===== src/rtl/axi_lite_bram_if.sv =====
// axi_lite_bram_if: AXI4-Lite slave channels plus the SATA buffer-register strobe group
interface axi_lite_bram_if;
    logic [31:0] awaddr;
    logic        awvalid;
    logic        awready;
    logic [31:0] wdata;
    logic [3:0]  wstrb;
    logic        wvalid;
    logic        wready;
    logic [1:0]  bresp;
    logic        bvalid;
    logic        bready;
    logic [31:0] araddr;
    logic        arvalid;
    logic        arready;
    logic [31:0] rdata;
    logic [1:0]  rresp;
    logic        rvalid;
    logic        rready;
    logic [31:0] bram_waddr;
    logic [31:0] bram_wdata;
    logic [3:0]  bram_wstb;
    logic        bram_wen;
    logic [31:0] bram_raddr;
    logic        bram_ren;
    logic        bram_regen;
    logic [31:0] bram_rdata;
    modport slave (
        input  awaddr, awvalid, wdata, wstrb, wvalid, bready, araddr, arvalid, rready, bram_rdata,
        output awready, wready, bresp, bvalid, arready, rdata, rresp, rvalid,
               bram_waddr, bram_wdata, bram_wstb, bram_wen, bram_raddr, bram_ren, bram_regen
    );
    modport master (
        output awaddr, awvalid, wdata, wstrb, wvalid, bready, araddr, arvalid, rready, bram_rdata,
        input  awready, wready, bresp, bvalid, arready, rdata, rresp, rvalid,
               bram_waddr, bram_wdata, bram_wstb, bram_wen, bram_raddr, bram_ren, bram_regen
    );
endinterface


===== src/rtl/axi_lite_bram_master.sv =====
// axi_lite_bram_master: AXI4-Lite slave issuing single-beat SATA buffer-register strobes.
// Define AXI_BRAM_RANGE_CHECK_EN to answer word addresses >= REG_RANGE with SLVERR and no strobe.
module axi_lite_bram_master #(
    parameter int ADDR_BITS = 8,
    parameter int REG_RANGE = 256
) (
    input logic ACLK,
    input logic rst,
    axi_lite_bram_if.slave bus
);
    typedef enum logic [2:0] {IDLE, WR, WRESP, RD_EN, RD_REG, RD_CAP, RRESP} state_t;
    state_t state, state_n;
    logic last_was_write, err, grant_wr, grant_rd, aw_oor, ar_oor, unused_addr;
    logic [31:0] aw_word, ar_word;
    assign aw_word = 32'(bus.awaddr[ADDR_BITS+1:2]);
    assign ar_word = 32'(bus.araddr[ADDR_BITS+1:2]);
`ifdef AXI_BRAM_RANGE_CHECK_EN
    assign aw_oor = aw_word >= 32'(REG_RANGE);
    assign ar_oor = ar_word >= 32'(REG_RANGE);
    assign unused_addr = ^{bus.awaddr, bus.araddr};
`else
    assign aw_oor = 1'b0;
    assign ar_oor = 1'b0;
    assign unused_addr = ^{bus.awaddr, bus.araddr, 32'(REG_RANGE)};
`endif
    // Grants are only issued from IDLE; a contested cycle goes to whichever side was not served last.
    always_comb begin
        state_n = state;
        grant_wr = 1'b0;
        grant_rd = 1'b0;
        if (!rst)
            case (state)
                IDLE: begin
                    grant_wr = bus.awvalid && bus.wvalid && !(bus.arvalid && last_was_write);
                    grant_rd = bus.arvalid && !grant_wr;
                    state_n = grant_wr ? WR : grant_rd ? RD_EN : IDLE;
                end
                WR:      state_n = WRESP;
                WRESP:   state_n = bus.bready ? IDLE : WRESP;
                RD_EN:   state_n = RD_REG;
                RD_REG:  state_n = RD_CAP;
                RD_CAP:  state_n = RRESP;
                RRESP:   state_n = bus.rready ? IDLE : RRESP;
                default: state_n = IDLE;
            endcase
    end
    assign bus.awready = grant_wr;
    assign bus.wready = grant_wr;
    assign bus.arready = grant_rd;
    assign bus.bvalid = !rst && state == WRESP;
    assign bus.rvalid = !rst && state == RRESP;
    // Strobes are masked by rst so an abandoned transaction never reaches the register file.
    assign bus.bram_wen = !rst && state == WR && !err;
    assign bus.bram_ren = !rst && state == RD_EN && !err;
    assign bus.bram_regen = !rst && state == RD_REG && !err;
    always_ff @(posedge ACLK) begin
        if (rst) begin
            state <= IDLE;
            last_was_write <= 1'b0;
            err <= 1'b0;
            bus.bram_waddr <= '0;
            bus.bram_wdata <= '0;
            bus.bram_wstb <= '0;
            bus.bram_raddr <= '0;
            bus.rdata <= '0;
            bus.bresp <= '0;
            bus.rresp <= '0;
        end else begin
            state <= state_n;
            if (grant_wr) begin
                last_was_write <= 1'b1;
                err <= aw_oor;
                bus.bram_waddr <= aw_word;
                bus.bram_wdata <= bus.wdata;
                bus.bram_wstb <= bus.wstrb;
            end
            if (grant_rd) begin
                last_was_write <= 1'b0;
                err <= ar_oor;
                bus.bram_raddr <= ar_word;
            end
            if (state == WR) bus.bresp <= err ? 2'b10 : 2'b00;
            if (state == RD_CAP) begin
                bus.rdata <= err ? 32'hdeadbeef : bus.bram_rdata;
                bus.rresp <= err ? 2'b10 : 2'b00;
            end
        end
    end
endmodule


===== src/flat_wrapper.sv =====
// flat-port wrapper written by rule: the top's interface ports become plain ports
module axi_lite_bram_master_flat 
#(
    parameter int ADDR_BITS = 8,
    parameter int REG_RANGE = 256
)
  (ACLK, rst, bus_awaddr, bus_awvalid, bus_wdata, bus_wstrb, bus_wvalid, bus_bready, bus_araddr, bus_arvalid, bus_rready, bus_bram_rdata, bus_awready, bus_wready, bus_bresp, bus_bvalid, bus_arready, bus_rdata, bus_rresp, bus_rvalid, bus_bram_waddr, bus_bram_wdata, bus_bram_wstb, bus_bram_wen, bus_bram_raddr, bus_bram_ren, bus_bram_regen);
  axi_lite_bram_if bus_i ();
  input logic ACLK;
  input logic rst;
  input wire logic [$bits(bus_i.awaddr)-1:0] bus_awaddr;
  input wire logic [$bits(bus_i.awvalid)-1:0] bus_awvalid;
  input wire logic [$bits(bus_i.wdata)-1:0] bus_wdata;
  input wire logic [$bits(bus_i.wstrb)-1:0] bus_wstrb;
  input wire logic [$bits(bus_i.wvalid)-1:0] bus_wvalid;
  input wire logic [$bits(bus_i.bready)-1:0] bus_bready;
  input wire logic [$bits(bus_i.araddr)-1:0] bus_araddr;
  input wire logic [$bits(bus_i.arvalid)-1:0] bus_arvalid;
  input wire logic [$bits(bus_i.rready)-1:0] bus_rready;
  input wire logic [$bits(bus_i.bram_rdata)-1:0] bus_bram_rdata;
  output wire logic [$bits(bus_i.awready)-1:0] bus_awready;
  output wire logic [$bits(bus_i.wready)-1:0] bus_wready;
  output wire logic [$bits(bus_i.bresp)-1:0] bus_bresp;
  output wire logic [$bits(bus_i.bvalid)-1:0] bus_bvalid;
  output wire logic [$bits(bus_i.arready)-1:0] bus_arready;
  output wire logic [$bits(bus_i.rdata)-1:0] bus_rdata;
  output wire logic [$bits(bus_i.rresp)-1:0] bus_rresp;
  output wire logic [$bits(bus_i.rvalid)-1:0] bus_rvalid;
  output wire logic [$bits(bus_i.bram_waddr)-1:0] bus_bram_waddr;
  output wire logic [$bits(bus_i.bram_wdata)-1:0] bus_bram_wdata;
  output wire logic [$bits(bus_i.bram_wstb)-1:0] bus_bram_wstb;
  output wire logic [$bits(bus_i.bram_wen)-1:0] bus_bram_wen;
  output wire logic [$bits(bus_i.bram_raddr)-1:0] bus_bram_raddr;
  output wire logic [$bits(bus_i.bram_ren)-1:0] bus_bram_ren;
  output wire logic [$bits(bus_i.bram_regen)-1:0] bus_bram_regen;
  assign bus_i.awaddr = bus_awaddr;
  assign bus_i.awvalid = bus_awvalid;
  assign bus_i.wdata = bus_wdata;
  assign bus_i.wstrb = bus_wstrb;
  assign bus_i.wvalid = bus_wvalid;
  assign bus_i.bready = bus_bready;
  assign bus_i.araddr = bus_araddr;
  assign bus_i.arvalid = bus_arvalid;
  assign bus_i.rready = bus_rready;
  assign bus_i.bram_rdata = bus_bram_rdata;
  assign bus_awready = bus_i.awready;
  assign bus_wready = bus_i.wready;
  assign bus_bresp = bus_i.bresp;
  assign bus_bvalid = bus_i.bvalid;
  assign bus_arready = bus_i.arready;
  assign bus_rdata = bus_i.rdata;
  assign bus_rresp = bus_i.rresp;
  assign bus_rvalid = bus_i.rvalid;
  assign bus_bram_waddr = bus_i.bram_waddr;
  assign bus_bram_wdata = bus_i.bram_wdata;
  assign bus_bram_wstb = bus_i.bram_wstb;
  assign bus_bram_wen = bus_i.bram_wen;
  assign bus_bram_raddr = bus_i.bram_raddr;
  assign bus_bram_ren = bus_i.bram_ren;
  assign bus_bram_regen = bus_i.bram_regen;
  axi_lite_bram_master #(.ADDR_BITS(ADDR_BITS), .REG_RANGE(REG_RANGE)) u_core (.ACLK(ACLK), .rst(rst), .bus(bus_i));
endmodule

===== config.mk =====
export PLATFORM = sky130hd
export DESIGN_NAME = axi_lite_bram_master_flat
export DESIGN_NICKNAME = d
export VERILOG_FILES = /design/src/rtl/axi_lite_bram_if.sv /design/src/rtl/axi_lite_bram_master.sv /design/src/flat_wrapper.sv
export SDC_FILE = /design/constraint.sdc
export NUM_CORES = 1
export LEC_CHECK = 0
export ABC_AREA = 1
export CAP_MARGIN = 5
export CORE_AREA = 3 3 109 111
export CTS_CLUSTER_DIAMETER = 120
export DETAILED_ROUTE_END_ITERATION = 8
export DIE_AREA = 0 0 112 114
export PLACE_DENSITY = 0.8
export SLEW_MARGIN = 10
export SYNTH_ARGS = -nofsm -noshare
export SYNTH_HDL_FRONTEND = slang
export SYNTH_SLANG_ARGS = --single-unit

===== constraint.sdc =====
create_clock -name ACLK -period 2.4 [get_ports ACLK]
set_input_delay 0.24 -clock ACLK [delete_from_list [all_inputs] [get_ports ACLK]]
set_output_delay 0.24 -clock ACLK [all_outputs]
set_load 0.05 [all_outputs]

Word level (Yosys, flattened, before mapping):

Cells that the tools add are included.

* register bits: 88
* input bits: 139
* logic and storage cells: 36
* output and inout port bits: 144

* mux-type cells: 9
* eq/ne operators: 6
* reduce and logical (&&, ||, !) cells: 14

Operators by type and width (number)
* $pmux 3 s7: 1
* $eq 3x3->1 const B: 3
* $logic_and 1x1->1: 9
* $eq 3x2->1 const B: 2
* $mux 3: 2
* $mux 1: 4
* $mux 2: 2
* $eq 3x1->1 const B: 1
* $logic_not 1->1: 3
* $logic_not 3->1: 1
* $reduce_or 2->1: 1

Logic depth before layout (Yosys ltp):

* word-level depth: 8
* depth in mapped cells: 8
* gate-level depth less buffers: 7

Worst setup path after synthesis:

OpenSTA, ideal clock, no wires.

* path type: flip-flop to output port
* from: register u_core.state[0]
* to: output bus_wready
* required time: 2.160 ns
* path slack: 0.184 ns
* buffers on the path: 2
* cell stages (with the launch flop): 8
* arrival: 1.976 ns
* path through: dfxtp_1 > nor2_4 > nand2_4 > nor2_8 > inv_6 > buf_6 > nor2_1 > buf_4

* word-level cells in the longest chain between the ends: 3

RTL lines
* start: declaration: RTL line axi_lite_bram_master.sv:12 `state_t state, state_n;`
* start signal: assignment: RTL line axi_lite_bram_master.sv:69 `state <= state_n;`
* $logic_not 3->1: RTL line axi_lite_bram_master.sv:32 `case (state)`
* $mux 1: RTL line axi_lite_bram_master.sv:32
* $mux 1: RTL line axi_lite_bram_master.sv:31 `if (!rst)`
* end: declaration: RTL line flat_wrapper.sv:22 `output wire logic [$bits(bus_i.wready)-1:0] bus_wready;`

Every way passes these cells.

Worst setup path after layout:

* from: register u_core.state[0]
* to: output bus_awready

* word-level cells in the longest chain between the ends: 3

RTL lines
* $logic_not 3->1: RTL line axi_lite_bram_master.sv:32
* $mux 1: RTL line axi_lite_bram_master.sv:32
* $mux 1: RTL line axi_lite_bram_master.sv:31
* end: declaration: RTL line flat_wrapper.sv:21 `output wire logic [$bits(bus_i.awready)-1:0] bus_awready;`

Every way passes these cells.

==> impl_metrics.env <==
export IMPL_outcome="complete, no violations"
export IMPL_cts_tree="done"
export IMPL_ys_ff_latch=88
export IMPL_hpwl_um=7280
export IMPL_first_pass_iters=4
export IMPL_timing_fmax_ghz=0.485
export IMPL_clk_pin_slew_ps=90
export IMPL_rsz0062_at_grt="false"
export IMPL_register_area_mm2=0.00176
export IMPL_fin_setup_tns_ps=0
export IMPL_leakagePower_nw=2.37
export IMPL_finalHoldViolCount=0
export IMPL_core_area_mm2=0.0109
export IMPL_antenna_found_initial=0
export IMPL_ctsHoldBuffers=0
export IMPL_post_cts_resized=0
export IMPL_hold_depth=3
export IMPL_critical_path_max_fanout=45
export IMPL_cts_sinks=88
export IMPL_finalSetupViolations=0
export IMPL_cap_violations=0
export IMPL_worst_pin_slew_ps=530
export IMPL_std_cell_rows=38
export IMPL_end_kind="primary output"
export IMPL_worstSetupPathType="register to primary output"
export IMPL_numCtsBuffers=9
export IMPL_num_vias=3398
export IMPL_ioPinCount=283
export IMPL_yosysUniqueCellTypes=23
export IMPL_clockRootBuffer="clkbuf_8"
export IMPL_clock_skew_ps=9.95
export IMPL_yosysTopAreaCell="dfxtp_1"
export IMPL_wirelength_um=10100
export IMPL_fill_cells=1015
export IMPL_final_layout_size_suffix_gt1_frac=0.0816
export IMPL_clock_latency_ps=350
export IMPL_slew_violations=0
export IMPL_initial_utilization=0.338
export IMPL_grt_overflow_total=0
export IMPL_crit_required_ps=2160
export IMPL_max_slew_margin=0.646
export IMPL_ant_nets=0
export IMPL_ys_seq_area_frac=0.478
export IMPL_track_usage=0.153
export IMPL_gp_congestion=0.797
export IMPL_drc=0
export IMPL_fin_ws_ps=338
export IMPL_arrival_ps=1820
export IMPL_multi_input_area_mm2=0.00147
export IMPL_syn_area_mm2=0.00368
export IMPL_synth_area_per_cell_um2=7.97
export IMPL_synthCells=462
export IMPL_post_route_min_period_ps=2060
export IMPL_nets=773
export IMPL_die_area_mm2=0.0128
export IMPL_powerDensity_mw_per_mm2=672
export IMPL_drt_initial_drc_count=142
export IMPL_yosysWarnings=0
export IMPL_viasPerCell=4.37
export IMPL_start_kind="register"
export IMPL_clock_path_buffers=2
export IMPL_post_cts_setup_buffer_count=0
export IMPL_die_h_um=114
export IMPL_io_buffers=182
export IMPL_grt_pass1_vias=3455
export IMPL_wire_per_inst_um=12.9
export IMPL_areaGrowthSynthToFinish_pct=49.6
export IMPL_reg2reg_depth=6
export IMPL_grt_max_degree=47
export IMPL_synth_top_area_frac=0.478
export IMPL_preCtsSetupSlack_ps=324
export IMPL_synthTopCellsByArea="dfxtp_1 (48%), nor2_1 (15%), buf_4 (11%)"
export IMPL_cts_max_level=3
export IMPL_die_w_um=112
export IMPL_hp_class="input port to register"
export IMPL_hold_ws_ps=420
export IMPL_irDropWorstVdd_uv=409
export IMPL_grt_first_pass_wirelength_um=15800
export IMPL_fin_crit_sh=0.859
export IMPL_diodes=0
-- per-layer routing --
metal | up-vias | GRT usage | wire length (µm)
li1 | 1694 | - | -
met1 | 1511 | 0.151 | 3820
met2 | 169 | 0.267 | 4720
met3 | 24 | 0.0796 | 1200
met4 | 0 | 0.0689 | 315
met5 | - | 0 | 0
-- synth_stat cells, drive strengths merged --
cell,n
a21oi,1
a31oi,1
buf,71
clkbuf,7
clkinv,1
conb,1
dfxtp,88
inv,8
nand2,25
nand3,13
nor2,169
nor3,1
o21ai,76
-- layout by cell type, fill, tap and decap left out, drive strengths merged --
cell,n
clkdlybuf4s50,174
nor2,169
dfxtp,88
o21ai,76
conb,52
nand2,25
buf,14
nand3,13
clkbuf,10
inv,8
clkinv,3
nor3,1
a21oi,1
a31oi,1
bufinv,1
clkinvlp,1
-- cell families after synthesis --
kind of cell,share of synthesized area
AND/OR/NAND/NOR,0.241
other,0.00102
buffers and inverters,0.173
flip-flops,0.478
AO/OA/AOI/OAI,0.106
-- stage by stage --
| stage | power (mW) | cells | instance area (µm²) | util |
|---|---|---|---|---|
| finish | 3.70 | 777 | 5510 | 0.506 |
| global route | 3.88 | 777 | 5510 | 0.506 |
| CTS | 3.75 | 777 | 5510 | 0.506 |
| detailed placement | 2.77 | 763 | 5340 | 0.490 |
| global placement | 2.75 | 763 | 5340 | 0.490 |
| floorplan | 2.46 | 513 | 3870 | - |
-- state kept, by name (all words and copies together), names as in the netlist --
register / flops
u_core.last_was_write: 1
u_core.bus.bram_wdata: 32
u_core.bus.bram_waddr: 8
u_core.state: 3
u_core.bus.bram_wstb: 4
u_core.bus.rdata: 32
u_core.bus.bram_raddr: 8
-- where the power goes --
group / internal [mW] / switching (mW)
clock network: 0.467 / 0.502
logic: 0.363 / 0.762
registers: 1.56 / 0.0528
total: 2.39 / 1.32
-- critical path: stages, from the launching register on --
cell,delay [ps]
dfxtp_1,380
nor2_4,180
nand2_4,90
nor2_8,130
inv_6,160
nor2_1,340
buf_12,190
-- cell type report --
cell class | instances | area share
inverters | 9 | 0.00727
clock buffers | 10 | 0.0232
well taps | 140 | 0.0318
flip-flops and latches | 88 | 0.320
clock inverters | 4 | 0.00863
multi-input cells | 338 | 0.267
repair buffers | 188 | 0.342
-- final timing paths --
kind	from	end	slack, ps
min reg2reg	u_core.bus.bram_raddr[7]	u_core.bus.bram_raddr[7]	470
min	bus_araddr[7]	u_core.bus.bram_raddr[5]	420
max	u_core.state[0]	bus_awready	340
max reg2reg	u_core.state[0]	u_core.bus.rdata[15]	810
Note: power is estimated with default switching activity, not from simulation.
